## src/rtl/rhs_spi_slave.sv

```systemverilog
// SPI mode-0 slave running on the system clock: synchronizes SCLK/CS/MOSI,
// shifts one WORD_WIDTH frame per CS window and flags framing and underrun events.
module rhs_spi_slave #(
  parameter int WORD_WIDTH  = 32,
  parameter int SYNC_STAGES = 2
) (
  input  logic                  clk,
  input  logic                  rst,
  input  logic                  SCLK,
  input  logic                  CS,
  input  logic                  MOSI,
  output logic                  MISO,
  input  logic [WORD_WIDTH-1:0] tx_data,
  input  logic                  tx_load,
  output logic [WORD_WIDTH-1:0] rx_data,
  output logic                  rx_valid,
  output logic                  frame_err,
  output logic                  tx_underrun,
  output logic                  active
);
  localparam int CNT_W  = $clog2(WORD_WIDTH + 2);
  localparam int FILL_W = $clog2(SYNC_STAGES + 1);
  localparam logic [CNT_W-1:0]  CNT_FULL  = CNT_W'(WORD_WIDTH);
  localparam logic [CNT_W-1:0]  CNT_SAT   = CNT_W'(WORD_WIDTH + 1);
  localparam logic [CNT_W-1:0]  CNT_ONE   = CNT_W'(1);
  localparam logic [FILL_W-1:0] FILL_DONE = FILL_W'(SYNC_STAGES);
  localparam logic [FILL_W-1:0] FILL_ONE  = FILL_W'(1);

  typedef enum logic [0:0] {IDLE = 1'b0, SHIFT = 1'b1} state_t;

  logic [SYNC_STAGES-1:0] sclk_sync_r;
  logic [SYNC_STAGES-1:0] cs_sync_r;
  logic [SYNC_STAGES-1:0] mosi_sync_r;
  logic                   sclk_prev_r;
  logic                   cs_prev_r;
  logic [FILL_W-1:0]      fill_r;
  logic                   armed_r;
  state_t                 state_r;
  logic [CNT_W-1:0]       bit_cnt_r;
  logic [WORD_WIDTH-1:0]  tx_shift_r;
  logic [WORD_WIDTH-1:0]  rx_shift_r;
  logic [WORD_WIDTH-1:0]  hold_r;
  logic                   pending_r;

  logic                   sclk_q_s;
  logic                   cs_q_s;
  logic                   mosi_q_s;
  logic                   sclk_rise_s;
  logic                   sclk_fall_s;
  logic                   cs_fall_s;
  logic                   cs_rise_s;
  logic [WORD_WIDTH-1:0]  start_word_s;

  assign sclk_q_s    = sclk_sync_r[SYNC_STAGES-1];
  assign cs_q_s      = cs_sync_r[SYNC_STAGES-1];
  assign mosi_q_s    = mosi_sync_r[SYNC_STAGES-1];
  assign sclk_rise_s = sclk_q_s & ~sclk_prev_r;
  assign sclk_fall_s = ~sclk_q_s & sclk_prev_r;
  assign cs_fall_s   = armed_r & cs_prev_r & ~cs_q_s;
  assign cs_rise_s   = cs_q_s & ~cs_prev_r;
  // A tx_load coinciding with the frame start bypasses the holding register.
  assign start_word_s = tx_load   ? tx_data :
                        pending_r ? hold_r  : {WORD_WIDTH{1'b0}};

  // Input synchronizers plus one extra sample per line for edge detection.
  always_ff @(posedge clk or posedge rst) begin
    if (rst) begin
      sclk_sync_r <= {SYNC_STAGES{1'b0}};
      cs_sync_r   <= {SYNC_STAGES{1'b1}};
      mosi_sync_r <= {SYNC_STAGES{1'b0}};
      sclk_prev_r <= 1'b0;
      cs_prev_r   <= 1'b1;
    end else begin
      sclk_sync_r[0] <= SCLK;
      cs_sync_r[0]   <= CS;
      mosi_sync_r[0] <= MOSI;
      for (int i = 1; i < SYNC_STAGES; i++) begin
        sclk_sync_r[i] <= sclk_sync_r[i-1];
        cs_sync_r[i]   <= cs_sync_r[i-1];
        mosi_sync_r[i] <= mosi_sync_r[i-1];
      end
      sclk_prev_r <= sclk_q_s;
      cs_prev_r   <= cs_q_s;
    end
  end

  // Arm frame detection only once a real CS-high sample has left the synchronizer,
  // so a CS held low across reset cannot fake a falling edge.
  always_ff @(posedge clk or posedge rst) begin
    if (rst) begin
      fill_r  <= {FILL_W{1'b0}};
      armed_r <= 1'b0;
    end else begin
      if (fill_r != FILL_DONE) begin
        fill_r <= fill_r + FILL_ONE;
      end
      if ((fill_r == FILL_DONE) && cs_q_s) begin
        armed_r <= 1'b1;
      end
    end
  end

  // Frame state machine with registered MISO, status pulses and tx holding logic.
  always_ff @(posedge clk or posedge rst) begin
    if (rst) begin
      state_r     <= IDLE;
      MISO        <= 1'b0;
      rx_data     <= {WORD_WIDTH{1'b0}};
      rx_valid    <= 1'b0;
      frame_err   <= 1'b0;
      tx_underrun <= 1'b0;
      active      <= 1'b0;
      hold_r      <= {WORD_WIDTH{1'b0}};
      pending_r   <= 1'b0;
      tx_shift_r  <= {WORD_WIDTH{1'b0}};
      rx_shift_r  <= {WORD_WIDTH{1'b0}};
      bit_cnt_r   <= {CNT_W{1'b0}};
    end else begin
      rx_valid    <= 1'b0;
      frame_err   <= 1'b0;
      tx_underrun <= 1'b0;
      case (state_r)
        IDLE: begin
          MISO <= 1'b0;
          if (cs_fall_s) begin
            state_r     <= SHIFT;
            active      <= 1'b1;
            bit_cnt_r   <= {CNT_W{1'b0}};
            tx_shift_r  <= start_word_s;
            MISO        <= start_word_s[WORD_WIDTH-1];
            tx_underrun <= ~tx_load & ~pending_r;
            pending_r   <= 1'b0;
          end else if (tx_load) begin
            hold_r    <= tx_data;
            pending_r <= 1'b1;
          end
        end
        SHIFT: begin
          if (tx_load) begin
            hold_r    <= tx_data;
            pending_r <= 1'b1;
          end
          if (cs_rise_s) begin
            state_r <= IDLE;
            active  <= 1'b0;
            MISO    <= 1'b0;
            if (bit_cnt_r == CNT_FULL) begin
              rx_data  <= rx_shift_r;
              rx_valid <= 1'b1;
            end else begin
              frame_err <= 1'b1;
            end
          end else begin
            if (sclk_rise_s) begin
              rx_shift_r <= {rx_shift_r[WORD_WIDTH-2:0], mosi_q_s};
              if (bit_cnt_r != CNT_SAT) begin
                bit_cnt_r <= bit_cnt_r + CNT_ONE;
              end
            end
            if (sclk_fall_s) begin
              tx_shift_r <= {tx_shift_r[WORD_WIDTH-2:0], 1'b0};
              MISO       <= tx_shift_r[WORD_WIDTH-2];
            end
          end
        end
        default: begin
          state_r <= IDLE;
          active  <= 1'b0;
          MISO    <= 1'b0;
        end
      endcase
    end
  end

endmodule

```

## config.mk

```make
export PLATFORM = sky130hd
export DESIGN_NAME = rhs_spi_slave
export DESIGN_NICKNAME = d
export VERILOG_FILES = /design/src/rtl/rhs_spi_slave.sv
export SDC_FILE = /design/constraint.sdc
export NUM_CORES = 1
export LEC_CHECK = 0
export CAP_MARGIN = 20
export CORE_MARGIN = 2
export CORE_UTILIZATION = 30
export CTS_BUF_LIST = sky130_fd_sc_hd__clkbuf_4 sky130_fd_sc_hd__clkbuf_8
export CTS_CLUSTER_SIZE = 10
export DETAILED_ROUTE_END_ITERATION = 8
export GPL_ROUTABILITY_DRIVEN = 0
export PLACE_DENSITY = 0.48
export RECOVER_POWER = 100
export SLEW_MARGIN = 20
export SYNTH_ARGS = -nofsm -noshare
export SYNTH_HDL_FRONTEND = slang
export SYNTH_SLANG_ARGS = --single-unit
```

## constraint.sdc

```tcl
create_clock -name clk -period 5.3 [get_ports clk]
set_clock_uncertainty 0.2 [all_clocks]
set_input_delay 1.06 -clock clk [delete_from_list [all_inputs] [get_ports clk]]
set_output_delay 1.06 -clock clk [all_outputs]
set_load 0.03 [all_outputs]
```

==> impl_metrics.ini <==
[floorplanning]
core-area_um2 = 21200
core.rowCount = 53
initial_core_util_pct = 30.7
die_width_um = 151
ios = 75
die_h_um = 151
die_area_um2 = 22800

[synthesis]
synth_edf_count = 0
avgSynthCellArea_um2 = 12.5
synthArstFlopShare_pct = 100
synth_top_area_share_pct = 57.1
synth_flop_cell = dfrtp_1
netlist_area_um2 = 6490
yosysWarnings = 0
synth.distinct_cells = 38
synth_fp_nets = 562
synth_area_leaders = dfrtp_1 (57%), mux2_2 (12%), mux2_4 (6.7%)
ys_ff_latch = 151
synth_commonest_cells = dfrtp_1 (148), nand2_1 (70), mux2_2 (67), a21oi_1 (50), mux2_4 (29)
yosysMostFrequentCell = dfrtp_1
synthesis.instances = 520
synth.largest_area_cell = dfrtp_1
ys_seq_area_share_pct = 58.3

[final_layout]
instances_no_fill = 873
fin_nets = 627
drive_above_1_share_pct = 18.1
syn2layout_area_growth_pct = 19.2
final_util_pct = 36.6
fillers = 2080
multi_input_area_um2 = 2370
diodes = 0
fin_area_um2 = 7730
final-seq-area_um2 = 3780

[setup_path]
r2r_start = state_r
worstRegToRegCells = 5
reg2reg_slack_ps = 2070
critPathMaxFanout = 151
critPathCaptureType = asynchronous set/reset pin
r2r-end = hold_r[26]
worstSetupPathType = input port to asynchronous set/reset pin
crit_arrival_ps = 3350
cp.required_ps = 5210
worstSetupStartpointType = input port
cp-startpoint = rst

[status]
status = finished with violations
violations = capacitance limit, slew limit

[timing]
grt_setup_unrepaired = false
tightestPinTransition_ps = 2130
slew_headroom_pct = -41.7
fin_crit_sh_pct = 64.9
finalSetupViolations = 0
min_period_ps = 3440
hold_viol = 0
fin_setup_tns_ps = 0
finalMaxSlewViolations = 186
clock.fmax_ghz = 0.291

[clock_network]
clk_pin_slew_ps = 80
postCtsResizedCells = 0
cts_buffers = 17
htreeDepth = 4
clk_path_buf_depth = 2
worst_skew_pair.late_latency_ps = 440
clock-sinks = 151
cts_tree = built
cts_hold_buf = 0
cts-root-buf = clkbuf_8
cts_setup_buffers = 0

[flow_run]
cap_violations = 2

[global_routing]
overflow = 0
grt_antenna_before_repair = 0
grt_max_degree = 152
first_global_vias = 4266
grt_first_pass_wirelength_um = 21400
grt.total_usage_pct = 11.8

[min_path]
hold_end = sclk_sync_r[1]
hp-class = register to register
min_from = sclk_sync_r[0]
hold_depth = 0

[detailed_routing]
wl_per_cell_um = 14.1
routed_via_density = 4.64
drc = 0
drtIter0Drc = 192
vias = 4048
wl_um = 12300
first_pass_iters = 4
ant_nets = 0

[place]
io_buffers = 74
post_dp_cell_area_um2 = 7460
dp_hpwl_um = 7610
place_inst = 841

[power_and_ir_drop]
cellPowerDensity_nw_per_um2 = 365
p_leak_nw = 3.59
max-vdd-ir-drop_mv = 0.117
[cell type report]
cell class,count,area share (%)
flip-flops and latches,151,48.9
clock buffers,20,3.56
multi-input cells,329,30.6
repair buffers,80,10.0
inverters,6,0.340
well taps,275,4.45
clock inverters,12,2.12
[routing by layer]
layer | wire length (µm) | GRT usage [%] | vias up
li1 | - | - | 1964
met1 | 5770 | 15.5 | 2013
met2 | 5910 | 19.0 | 61
met3 | 458 | 3.49 | 10
met4 | 138 | 3.64 | 0
met5 | 0 | 0 | -
[how the worst max path moves through the flow]
stage                     end  slack, ps
2_1_floorplan            MISO       2140
6_report       tx_shift_r[14]       1860
3_3_place_gp       hold_r[16]       2300
4_1_cts           rx_data[10]       2480
3_5_place_dp       hold_r[10]       2250
5_1_grt         tx_shift_r[8]       1530
[layout by cell type (no fill, tap or decap), types with 4 or more instances in the layout]
master and instances:
nand2_1 70, clkbuf_8 20, dfrtp_1 148, mux2_2 67
mux2_1 29, clkdlybuf4s50_1 32, nand3b_1 23, nor2b_1 10
dlygate4sd3_1 41, ha_1 4, o21ai_0 27, nand3_1 5
o31ai_1 7, a221oi_1 7, inv_1 5, a21oi_1 50
inv_6 4, nor2_1 7
[kinds of logic after synthesis]
family	share of synthesized area [%]
flops	58.3
mux	18.6
buf+inv	3.08
xor+xnor	0.135
compound gates	8.95
fa+ha+maj	0.771
simple gates	10.1
[where the power goes]
part / total, mW / internal (mW) / switching [mW]
clock network: 0.960 / 0.512 / 0.448
registers: 1.45 / 1.33 / 0.123
logic: 0.417 / 0.195 / 0.222
[worst max-delay path, cell delays in order]
cell and delay (ps):
dlygate4sd3_1 570, clkinvlp_4 70, clkbuf_4 1400
[through the flow]
| stage | hold slack (ps) | setup slack (ps) | total power [mW] |
|---|---|---|---|
| after floorplan | 131 | 2140 | 1.78 |
| after global placement | 135 | 2300 | 1.89 |
| after detailed placement | 136 | 2250 | 1.91 |
| after CTS | 156 | 2480 | 2.90 |
| after global routing | 171 | 1530 | 3.02 |
| final | 153 | 1860 | 2.83 |
[flip-flops by register name, summed over array words and instances (netlist names), 2 cells and up]
register     flops
fill_r           2
sclk_sync_r      2
cs_sync_r        2
bit_cnt_r        6
rx_shift_r      32
tx_shift_r      31
hold_r          32
rx_data         32
mosi_sync_r      2
(Power assumes the default switching activity.)
==> variant 1 (same flow settings) <==
The parameter `SYNC_STAGES` goes from 2 to 8.
--- a/src/rtl/rhs_spi_slave.sv
+++ b/src/rtl/rhs_spi_slave.sv
@@ -3,5 +3,5 @@
 module rhs_spi_slave #(
   parameter int WORD_WIDTH  = 32,
-  parameter int SYNC_STAGES = 2
+  parameter int SYNC_STAGES = 8
 ) (
   input  logic                  clk,
Formal check against the unedited RTL: not equivalent (Yosys sat finds a counterexample within 10 cycles, from zero or initial values and one cycle with rst high).
==> variant 1 against the unedited design <==
  * The run still ends with max-capacitance violations, max-slew violations left
  * Via count increased by 4.0%
  * Non-clock buffer count up 2
  * Power up 3.1%
  * Worst setup slack worse by 0.44 ns
  * Synthesized area grew 7.6%
  * Sequential cell count rose by 20
  * Design area up 6.6%
  * Critical path depth increased by 2
  * Clock power fell by 9.4%
  * First-iteration DRC count decreased by 9.9%
  * Routed wire length increased by 7.8%
  * Critical endpoint is now hold_r[31]$_DFFE_PP0P_
  * Largest power group unchanged
==> variant 1: results (changes against the unedited design) <==
| Metric | Value |
|---|---|
| Outcome | complete, but fails checks |
| Failing checks | max-capacitance violations, max-slew violations |
| CP delay by family, top | buffers and inverters |
| Post CTS Setup Buffer Count | 0 (unchanged) |
| GRT Overall Usage | 11.6% (-0.24 points) |
| CTS clk-pin slew, worst paths | around 0.09 ns |
| DR vias/cell | 4.63 (-0.23%) |
| DR iter-0 viols | 173 (-9.9%) |
| Max incr delay on CP | 1.28 ns (-0.12 ns) |
| Max VDD drop | 0.119 mV (+1.7%) |
| FF-to-FF path depth | 5 (unchanged) |
| Max_cap viols | 6 (+4) |
| Library cells used by synthesis | 38 (unchanged) |
| Vias in the first global route | 4306 (+0.94%) |
| Slowest CP cell | clkbuf_1 |
| DRT antenna net count | 0 (unchanged) |
| Top Registers | hold_r x32, rx_data x32, rx_shift_r x32 |
| Initial antenna violation count | 1 (+1) |
| Most frequent cell after synthesis | dfrtp_1 |
| First-pass GRT wire length | 22.5 mm (+5.1%) |
| Hold Path Class | reg2reg |
| Port Buffers | 74 (unchanged) |
| Area Growth Syn to Fin | 18.1% |
| Num CTS Buffers | 17 (unchanged) |
| WP data arrival | 4.00 ns (+0.65 ns) |
| Final WL | 13.2 mm (+7.8%) |
| Leakage | 3.80 nW (+5.8%) |
| Yosys warns | 0 (unchanged) |
| Sequential area share after synthesis | 61.4% (+3.1 points) |
| Largest net degree at the start of global routing | 82 (-46%) |
| Hpwl dp | 8.35 mm (+9.7%) |
| Placed cells | 877 (+4.3%) |
| Mean Syn Cell Area | 13.6 sq um (+8.9%) |
| First-pass detailed-route iteration total | 4 (unchanged) |
| Root buffer cell | clkbuf_8 |
| Nets | 626 (-0.16%) |
| Place WS | 1.63 ns (-0.621 ns) |
| H-tree levels | 4 (unchanged) |
| Headroom to the max-slew limit | -63.4% (-22 points) |
| Most area-consuming cells after synthesis | dfrtp_1, mux2_2, mux2_4, dfstp_2, nand2_1 |
| Int Pwr | 2.04 mW (+0.32%) |
| Die ar. | 24500 sq um (+7.4%) |
| Worst-path fanout max | 35 (-77%) |
| Layout fillers | 2278 (+9.5%) |
| Hold path cells | 0 (unchanged) |
| Comb pwr | 440 uW (+5.5%) |
| Clock Tree Buf Depth | 2 (unchanged) |
| Share of cells above drive strength 1 | 20.0% (+1.9 points) |
| P per Cell Area | 354 nW/um^2 (-3.2%) |
| Wirelength per Cell | 14.5 microns (+3.4%) |
| Dpl cell area | 8040 sq um (+7.7%) |
| Syn_nets | 557 (-0.89%) |
| Synth top cells by count | dfrtp_1, mux2_2, nand2_1 |
| Clock share of power | 29.8% (-4.1 points) |
| Slew Viols, Final | 268 (+44%) |
| Worst skew pair latency | 0.44 ns (about the same) |
-- variant 1: cell types whose count changed after synthesis, sizes merged, moves of 2 or more --
cell    change
a221oi     +15
dfrtp      +14
a21oi      -30
nor2b      +16
dfstp       +6
nand2      -15
o31ai      +16
clkbuf      -2
nand3b     -15
o21ai      -15
-- variant 1: final cells by class --
class                           count  share of cell area, %
Multi-Input combinational cell    304                   28.8
Clock inverter                     14                   1.58
Clock buffer                       18                   2.93
Inverter                            7                  0.334
Tap cell                          313                   4.75
Sequential cell                   171                   52.0
Antenna cell                        1                 0.0303
Timing Repair Buffer               82                   9.51
-- variant 1: kinds of logic after synthesis --
| family | after synthesis | synth area share (%) |
|---|---|---|
| flops | 171 | 61.4 |
| simple gates | 113 | 8.53 |
| mux | 100 | 17.6 |
| compound gates | 84 | 8.49 |
| buf+inv | 39 | 2.78 |
| fa+ha+maj | 5 | 0.896 |
| xor+xnor | 2 | 0.251 |
-- variant 1: metal layers --
metal | GRT usage [%] | part of all wire, % | vias to the layer above
met5 | 0 | 0 | -
met4 | 4.50 | 1.4 | 0
met3 | 2.71 | 3.0 | 12
met2 | 18.4 | 49 | 60
met1 | 15.4 | 46 | 2167
li1 | - | - | 1971
-- variant 1: final timing paths --
kind | slack, ns | from | endpoint
setup reg to reg | 1.56 | state_r$_DFF_PP0_ | tx_shift_r[14]$_DFFE_PP0P_
min in group asynchronous | 0.79 | rst | sclk_sync_r[0]$_DFF_PP0_
setup / recovery | 1.42 | tx_load | hold_r[31]$_DFFE_PP0P_
max in group asynchronous | 1.95 | rst | active$_DFFE_PP0P_
hold reg to reg | 0.14 | cs_sync_r[5]$_DFF_PP1_ | cs_sync_r[6]$_DFF_PP1_
hold / removal | 0.14 | cs_sync_r[5]$_DFF_PP1_ | cs_sync_r[6]$_DFF_PP1_
==> variant 2 (config.mk and constraints unchanged) <==
Without the edit above. Make the reset (`rst`) synchronous in 3 clocked blocks.
--- a/src/rtl/rhs_spi_slave.sv
+++ b/src/rtl/rhs_spi_slave.sv
@@ -64,5 +64,5 @@
 
   // Input synchronizers plus one extra sample per line for edge detection.
-  always_ff @(posedge clk or posedge rst) begin
+  always_ff @(posedge clk) begin
     if (rst) begin
       sclk_sync_r <= {SYNC_STAGES{1'b0}};
@@ -87,5 +87,5 @@
   // Arm frame detection only once a real CS-high sample has left the synchronizer,
   // so a CS held low across reset cannot fake a falling edge.
-  always_ff @(posedge clk or posedge rst) begin
+  always_ff @(posedge clk) begin
     if (rst) begin
       fill_r  <= {FILL_W{1'b0}};
@@ -102,5 +102,5 @@
 
   // Frame state machine with registered MISO, status pulses and tx holding logic.
-  always_ff @(posedge clk or posedge rst) begin
+  always_ff @(posedge clk) begin
     if (rst) begin
       state_r     <= IDLE;
Formal check against the unedited RTL: differs if rst is asserted again (counterexample within 10 cycles, from zero or initial values and one cycle with rst high); with rst held inactive, the same outputs for 10 cycles.
==> variant 2 against the unedited design <==
  * Routed wire length grew 19%
  * Cell count grew 26%
  * Non-clock buffer count grew 6
  * Synthesized area shrank 5.8%
  * Synthesized cell count grew 50%
  * Design area shrank 4.4%
  * Worst setup slack lost 0.048 ns
  * Register-to-register slack lost 0.26 ns
  * Critical endpoint is now tx_shift_r[30]$_SDFFE_PP0P_
  * The flow still finishes with violations (max-capacitance violations, max-slew violations)
  * Highest routed layer unchanged
  * Sequential cell count is the same
  * Global-route usage grew 2.0 points
Power is not compared: it rests on default switching activity, and its combinational part moved more than twofold at a synthesized area within 25%.
==> variant 2: results (changes against the unedited design) <==
| Metric | Value |
|---|---|
| Num CTS Buffers | 17 (unchanged) |
| Worst-path fanout max | 32 (-79%) |
| Top Registers | hold_r x32, rx_data x32, rx_shift_r x32 |
| Post CTS Setup Buffer Count | 0 (unchanged) |
| Largest net degree at the start of global routing | 70 (-54%) |
| Post-CTS Resized | 0 (unchanged) |
| Max_cap viols | 4 (+2) |
| P per Cell Area | around 310 nW/um^2 |
| Slowest CP cell | a31o_1 |
| GRT Overall Usage | 13.8% (+2.0 points) |
| Failing checks | max-capacitance violations, max-slew violations |
| Most area-consuming cells after synthesis | dfxtp_1, nand2_1, a21oi_1, nand3b_1, nand2b_1 |
| Slew Viols, Final | 146 (-22%) |
| DR iter-0 viols | 221 (+15%) |
| Sequential area share after synthesis | 49.4% (-8.8 points) |
| Diode count | 0 (unchanged) |
| Via count | 5119 (+26%) |
| H-tree levels | 4 (unchanged) |
| Die ar. | 21500 sq um (-5.6%) |
| Worst skew pair latency | 0.46 ns (+0.02 ns) |
| Outcome | complete, but fails checks |
| CP delay by family, top | compound AO/OA/AOI/OAI gates |
| Hpwl dp | 8.56 mm (+12%) |
| Placed cells | 1069 (+27%) |
| Clock Tree Buf Depth | 2 (unchanged) |
| Hold Path Class | reg2reg |
| Max incr delay on CP | 1.00 ns (-0.40 ns) |
| First-pass GRT wire length | 24.3 mm (+14%) |
| Synth top cells by count | nand2_1, a21oi_1, dfxtp_1 |
| Syn_nets | 820 (+46%) |
| Leakage | 2.59 nW |
| Share of cells above drive strength 1 | 6.62% (-11 points) |
| Most frequent cell after synthesis | nand2_1 |
| DR vias/cell | 4.65 (+0.27%) |
| WP data arrival | 3.65 ns (+0.30 ns) |
| Wirelength per Cell | 13.3 microns (-5.8%) |
| Async S/R FF share, synth | 0% (-100 points) |
| Nets | 860 (+37%) |
| Initial antenna violation count | 0 (unchanged) |
| Slew @ Worst Pin | 1.85 ns (-0.276 ns) |
| Vias in the first global route | 4840 (+13%) |
| Yosys warns | 0 (unchanged) |
| Syn Inst Count | 778 (+50%) |
| Library cells used by synthesis | 42 (+11%) |
variant 2: layer usage:
layer | vias up | share of wire, % | wire length [microns] | track usage, %
met5 | - | 0 | 0 | 0
met2 | 85 | 44 | 6490 | 21.2
met4 | 0 | 1.1 | 156 | 4.66
met3 | 10 | 4.9 | 712 | 3.82
met1 | 2341 | 50 | 7230 | 18.7
li1 | 2683 | - | - | -
variant 2: final timing paths:
path | startpoint | to | slack, ns | cells after the start
worst max-delay path | state_r$_SDFF_PP0_ | tx_shift_r[30]$_SDFFE_PP0P_ | 1.81 | 6
worst min-delay path | cs_sync_r[0]$_SDFF_PP1_ | cs_sync_r[1]$_SDFF_PP1_ | 0.23 | 1
worst max register to register | state_r$_SDFF_PP0_ | tx_shift_r[30]$_SDFFE_PP0P_ | 1.81 | 6
worst min register to register | cs_sync_r[0]$_SDFF_PP1_ | cs_sync_r[1]$_SDFF_PP1_ | 0.23 | 1
variant 2: kinds of logic after synthesis:
| logic type | synth area share, % |
|---|---|
| AND/OR/NAND/NOR | 25.8 |
| AO/OA/AOI/OAI | 18.5 |
| flip-flops | 49.4 |
| buffers and inverters | 5.06 |
| adder cells (fa/ha/maj) | 0.819 |
| XOR/XNOR | 0.143 |
| multiplexers | 0.184 |
variant 2: final cells by class:
| cell class | instances | area (sq um) |
|---|---|---|
| clock buffer | 17 | 234 |
| clock inverter | 15 | 179 |
| fill | 2126 | 12700 |
| inverter | 8 | 30.0 |
| multi-input combinational | 554 | 2790 |
| sequential | 151 | 3020 |
| tap | 270 | 338 |
| timing repair buffer | 86 | 801 |
variant 2: power breakdown:
group,switching (mW),internal [mW],leakage (nW),total (mW)
clock network,0.520,0.403,0.208,0.923
logic,0.101,0.0773,1.16,0.179
registers,0.0204,1.17,1.22,1.19
variant 2: metrics by stage:
stage,area (sq um),setup WS (ns)
2_1_floorplan,6110,3.04
3_3_place_gp,7000,2.40
5_1_grt,7390,1.47
4_1_cts,7420,2.45
3_5_place_dp,7000,2.36
6_report,7390,1.81
